### src/rtl/riscv_pkg.sv
// Shared constants and FSM state type for the instruction fetch front end.
package riscv_pkg;

    localparam int          XLEN             = 32;
    localparam logic [31:0] NOP_INSTR        = 32'h0000_0013;
    localparam logic [31:0] RESET_PC_DEFAULT = 32'h0000_0000;

    typedef enum logic [1:0] {
        BOOT  = 2'd0,
        FETCH = 2'd1,
        BUF   = 2'd2,
        KILL  = 2'd3
    } if_state_e;

endpackage

### src/rtl/if_skid_buf.sv
// One-entry holding slot for a fetched instruction that arrived while ID was stalled.
module if_skid_buf
    import riscv_pkg::*;
#(
    parameter int XLEN = 32
) (
    input  logic            clk,
    input  logic            rst_n,
    input  logic            load,
    input  logic            unload,
    input  logic            clear,
    input  logic [XLEN-1:0] load_pc,
    input  logic [XLEN-1:0] load_instr,
    output logic [XLEN-1:0] buf_pc,
    output logic [XLEN-1:0] buf_instr,
    output logic            buf_valid
);

    always_ff @(posedge clk or negedge rst_n) begin
        if (!rst_n) begin
            buf_valid <= 1'b0;
        end else if (clear) begin
            buf_valid <= 1'b0;
        end else if (load) begin
            buf_valid <= 1'b1;
        end else if (unload) begin
            buf_valid <= 1'b0;
        end
    end

    // Payload only matters while buf_valid is set, so it carries no reset.
    always_ff @(posedge clk) begin
        if (load && !clear) begin
            buf_pc    <= load_pc;
            buf_instr <= load_instr;
        end
    end

endmodule

### src/rtl/if_stage.sv
// Instruction fetch stage: single outstanding request, stall skid slot, jump redirect with kill.
module if_stage #(
    parameter int              XLEN     = 32,
    parameter logic [XLEN-1:0] RESET_PC = riscv_pkg::RESET_PC_DEFAULT
) (
    input  logic            clk,
    input  logic            rst_n,
    input  logic            jump_flag,
    input  logic [XLEN-1:0] jump_target,
    input  logic            stall,
    output logic            imem_req,
    output logic [XLEN-1:0] imem_addr,
    input  logic            imem_ack,
    input  logic [XLEN-1:0] imem_rdata,
    output logic [XLEN-1:0] if_pc,
    output logic [XLEN-1:0] if_instr,
    output logic            if_valid
);

    import riscv_pkg::*;

    localparam logic [XLEN-1:0] NOP        = XLEN'(NOP_INSTR);
    localparam logic [XLEN-1:0] WORD_STEP  = XLEN'(4);
    localparam logic [XLEN-1:0] ALIGN_MASK = ~XLEN'(3);

    if_state_e       state;
    logic [XLEN-1:0] saved_target;
    logic [XLEN-1:0] jump_addr;

    logic            buf_load;
    logic            buf_unload;
    logic            buf_clear;
    logic [XLEN-1:0] buf_pc;
    logic [XLEN-1:0] buf_instr;
    logic            buf_valid;

    assign jump_addr = jump_target & ALIGN_MASK;

    // Skid slot control; ack feeds only the slot, never the request path.
    always_comb begin
        buf_clear  = jump_flag;
        buf_load   = 1'b0;
        buf_unload = 1'b0;
        if (!jump_flag) begin
            buf_load   = (state == FETCH) && imem_ack && stall;
            buf_unload = (state == BUF) && !stall;
        end
    end

    if_skid_buf #(
        .XLEN(XLEN)
    ) u_skid_buf (
        .clk       (clk),
        .rst_n     (rst_n),
        .load      (buf_load),
        .unload    (buf_unload),
        .clear     (buf_clear),
        .load_pc   (imem_addr),
        .load_instr(imem_rdata),
        .buf_pc    (buf_pc),
        .buf_instr (buf_instr),
        .buf_valid (buf_valid)
    );

    always_ff @(posedge clk or negedge rst_n) begin
        if (!rst_n) begin
            state        <= BOOT;
            imem_req     <= 1'b0;
            imem_addr    <= RESET_PC;
            if_pc        <= RESET_PC;
            if_instr     <= NOP;
            if_valid     <= 1'b0;
            saved_target <= '0;
        end else if (jump_flag) begin
            if_valid <= 1'b0;
            if_instr <= NOP;
            // A request still in flight must drain before the target can be issued.
            if (state == BOOT || state == BUF || imem_ack) begin
                imem_addr <= jump_addr;
                imem_req  <= 1'b1;
                state     <= FETCH;
            end else begin
                saved_target <= jump_addr;
                state        <= KILL;
            end
        end else begin
            case (state)
                BOOT: begin
                    imem_addr <= RESET_PC;
                    imem_req  <= 1'b1;
                    state     <= FETCH;
                end
                FETCH: begin
                    if (imem_ack) begin
                        if (!stall) begin
                            if_pc     <= imem_addr;
                            if_instr  <= imem_rdata;
                            if_valid  <= 1'b1;
                            imem_addr <= imem_addr + WORD_STEP;
                        end else begin
                            imem_req <= 1'b0;
                            state    <= BUF;
                        end
                    end else if (!stall) begin
                        // ID consumed the presented instruction and nothing new arrived.
                        if_valid <= 1'b0;
                    end
                end
                BUF: begin
                    if (!stall) begin
                        if_pc     <= buf_pc;
                        if_instr  <= buf_instr;
                        if_valid  <= buf_valid;
                        imem_addr <= buf_pc + WORD_STEP;
                        imem_req  <= 1'b1;
                        state     <= FETCH;
                    end
                end
                KILL: begin
                    if (imem_ack) begin
                        imem_addr <= saved_target;
                        state     <= FETCH;
                    end
                end
                default: begin
                    state    <= BOOT;
                    imem_req <= 1'b0;
                end
            endcase
        end
    end

endmodule

### config.mk
export PLATFORM = sky130hd
export DESIGN_NAME = if_stage
export DESIGN_NICKNAME = d
export VERILOG_FILES = /design/src/rtl/riscv_pkg.sv /design/src/rtl/if_skid_buf.sv /design/src/rtl/if_stage.sv
export SDC_FILE = /design/constraint.sdc
export NUM_CORES = 1
export LEC_CHECK = 0
export ABC_AREA = 1
export BUFFER_PORTS_ARGS = -buffer_cell sky130_fd_sc_hd__buf_2
export CAP_MARGIN = 20
export CORE_ASPECT_RATIO = 0.75
export CORE_UTILIZATION = 50
export CTS_CLUSTER_SIZE = 25
export DETAILED_ROUTE_END_ITERATION = 16
export GPL_TIMING_DRIVEN = 0
export PLACE_DENSITY = 0.79
export RECOVER_POWER = 25
export SYNTH_ARGS = -nofsm -noshare
export SYNTH_HDL_FRONTEND = slang
export SYNTH_HIERARCHICAL = 1
export SYNTH_SLANG_ARGS = --single-unit
### constraint.sdc
create_clock -name clk -period 5.4 [get_ports clk]
set_input_delay 0.81 -clock clk [delete_from_list [all_inputs] [get_ports clk]]
set_output_delay 0.81 -clock clk [all_outputs]
set_load 0.02 [all_outputs]
==> results by group <==
Yosys
  – Synth Register Bits: 195
  – Syn avg cell area: 8.512 µm²
  – Library cells used by synthesis: 40
  – Top-area cell type share of the netlist area: 34.15%
  – Area contributors post-synth: dfrtp_1 34%, edfxtp_1 20%, nand2_1 15%, nor2_1 4.1%, nand3_1 3.4%
  – Net count after synthesis: 1176
  – Synth warn: 6
  – Synth Cell Area: 9380 µm²
  – Top FF cell, synth: dfrtp_1
  – Post-synth EDFFs: 64
  – Async set or reset register ratio after synthesis: 67.18%
  – Cell taking the most area after synthesis: dfrtp_1
  – Register area share after synthesis: 55.48%
  – Post-Synthesis Cells: 1102

Final layout
  – Fin area: 11090 µm²
  – Most frequent cells in the layout: 370 x nand2_1, 163 x buf_2, 128 x dfrtp_1, 103 x nor2_1, 66 x inv_1
  – Share of layout cells above drive strength 1: 20.09%
  – Util after Layout: 61.52%
  – Layout area overhead: 18.22%
  – Area of the multi-input gates: 3583 µm²
  – Fillers: 1606
  – Antenna diode count: 0
  – Leading cell type in the layout, fill and taps excluded: nand2_1
  – Layout Nets: 1360
  – FF+latch area: 5204 µm²
  – Non-Filler Instances: 1541

GRT
  – Grt ovf: 0
  – First-pass GRT wire length: 44520 µm
  – GRT met1 Usage: 45.39%
  – Initial antenna violation count: 0
  – Global-route met3 utilization: 5.901%
  – Pin count of the biggest net entering global routing: 69
  – Total GRT Usage: 30.48%
  – Grt met2 use: 44.35%
  – Vias in the first global route: 8069
  – Gr busiest metal: met1

Critical path
  – R2r startpoint: state[0]
  – Crit-path cells: inv_1 > ha_1 > buf_6 > inv_2 > buf_6 > nand2_1 > o21ai_2 > inv_1 > ha_1 > nand3_2 > inv_2 > nand2_1 > nor2_1 > nand3_1 > nand2_1 > nand2_1 > nand2_1 > nand2_1 > a21oi_1
  – Reg2Reg Setup Slack: 2400 ps
  – Kind of critical path: flop to flop
  – Reg-to-reg endpoint: imem_addr[28]
  – Crit path top cell by count: nand2_1
  – Worst Path Max Fanout: 10
  – R2r worst-path depth: 19
  – Data arrival time of the worst path: 3360 ps
  – Buf+Inv Stages, Crit Path: 6
  – CP startpoint kind: flop
  – CP max-delay cell: dfrtp_1
  – CP required: 5770 ps
  – Family with the most delay on the worst path: simple AND/OR/NAND/NOR gates
  – Slowest stage delay, CP: 410 ps
  – Setup crit end kind: flop

Floorplanning
  – Die area: 19320 µm²
  – DIE HEIGHT: 120.6 µm
  – Core Footprint: 18020 µm²
  – # IOs: 167
  – Number of core rows: 42
  – Initial core utilization: 52.04%
  – Die Wd: 160.2 µm

Timing
  – Final Cycle Share: 55.53%
  – Worst Tran Pin Value: 953.3 ps
  – Minimum clock period: 2999 ps
  – Final worst slack: 2402 ps
  – Max Clock Freq: 333.5 MHz
  – Clock Skew: 10.57 ps
  – Final Hold Viols: 0
  – Slew headroom: 36.45%
  – RSZ-0062 raised after global routing: no
  – Endpoints failing setup: 0
  – Hold WS: 361.3 ps
  – Setup TNS Final: 0 ps
  – Final Max Tran Viols: 0

Clock network
  – Clock slew at reported path FFs: 80 ps
  – CTS tree: done
  – # H-tree levels: 4
  – Setup Buffers After CTS: 0
  – Hold_buf cts: 0
  – Clk Latency, worst-skew pair: 440 ps
  – Clk buf depth: 2
  – Clk sinks: 195
  – Post-cts resize count: 0
  – TritonCTS buffer count: 17
  – Clk root buf: clkbuf_16

Power
  – Peak supply drop: 0.2797 mV
  – P_leak: 5.094 nW
  – Total power: 7.072 mW
  – Pwr dens: 637.8 nW/µm²

Route
  – Antenna-violating nets left: 0
  – Drt pass-1 iters: 8
  – # DRC: 0
  – Routed WL: 28800 µm
  – Vias per inst: 5.676
  – WL/cell: 18.69 µm
  – Via count: 8746
  – Initial DRC count: 932

Place
  – Port Buf Inserts: 164
  – DP HPWL: 20830 µm
  – Placed Cells incl. Taps: 1509
  – Final Wtd Congestion: 0.9811
  – Post-DP Area: 10540 µm²
  – Post-place setup slack: 2518 ps

Flow run
  – Maxcap violations: 0

Worst hold path
  – Worst min path class: input pin to asynchronous set/reset pin

Outcome
  – Outcome: completed
kinds of logic (layout without fill, tap and decap cells):
logic type	count (synthesis)	after routing	synth area share, %
compound gates	199	199	12.59
buf+inv	130	327	6.323
fa+ha+maj	5	5	0.6669
flops	195	195	55.48
simple gates	572	572	24.85
xor+xnor	1	1	0.09339
how the worst max path moves through the flow:
stage / startpoint / end / cells past startpoint
2_1_floorplan: jump_flag / u_skid_buf/buf_instr[0] / 5
3_3_place_gp: jump_flag / u_skid_buf/buf_pc[26] / 6
3_5_place_dp: state[0] / imem_addr[28] / 19
4_1_cts: state[0] / imem_addr[28] / 19
5_1_grt: state[0] / imem_addr[28] / 19
6_report: state[0] / imem_addr[28] / 19
sequential cells by signal (all words and copies together), names as in the netlist, 2 cells and up:
signal / flops
if_pc: 32
imem_addr: 32
saved_target: 30
state: 2
u_skid_buf/buf_instr: 32
u_skid_buf/buf_pc: 32
if_instr: 32
power by group:
part / total (mW) / switching (mW) / internal [mW]
clock network: 1.24 / 0.623 / 0.613
logic: 3.46 / 2.42 / 1.03
registers: 2.38 / 0.327 / 2.05
total: 7.07 / 3.37 / 3.70
cell usage after synthesis, types with 2 or more instances:
| cell type | instances |
|---|---|
| nor2_1 | 103 |
| a31oi_1 | 35 |
| buf_2 | 17 |
| buf_6 | 7 |
| nand3b_1 | 2 |
| nor2_4 | 2 |
| nand3_1 | 64 |
| nor2_2 | 11 |
| o21ai_2 | 17 |
| and2_1 | 2 |
| buf_1 | 2 |
| inv_2 | 5 |
| nand4_1 | 3 |
| clkbuf_1 | 28 |
| a21oi_2 | 3 |
| o21ai_0 | 54 |
| a21oi_1 | 50 |
| nand2_1 | 370 |
| nand3_2 | 2 |
| a22oi_1 | 12 |
| ha_1 | 5 |
| o21a_1 | 6 |
| inv_1 | 67 |
| dfrtp_1 | 128 |
| edfxtp_1 | 64 |
| dfstp_2 | 3 |
| o21ai_1 | 16 |
| nand2_2 | 9 |
| o22ai_1 | 2 |
| nor3_1 | 3 |
layout make-up:
cell class | instances | area share (%)
Sequential cell | 195 | 46.93
Clock buffer | 18 | 3.870
Buffer | 57 | 2.877
Timing Repair Buffer | 165 | 7.514
Tap cell | 242 | 2.730
Clock inverter | 14 | 1.275
Inverter | 73 | 2.494
Multi-Input combinational cell | 777 | 32.31
per-layer routing:
| layer | share of wire [%] | vias up | routed length (µm) |
|---|---|---|---|
| li1 | - | 3993 | - |
| met1 | 45 | 4196 | 12830 |
| met2 | 43 | 495 | 12420 |
| met3 | 9.7 | 62 | 2789 |
| met4 | 2.7 | 0 | 765 |
| met5 | 0 | - | 0 |
No activity file was read; power rests on OpenSTA's default activity.
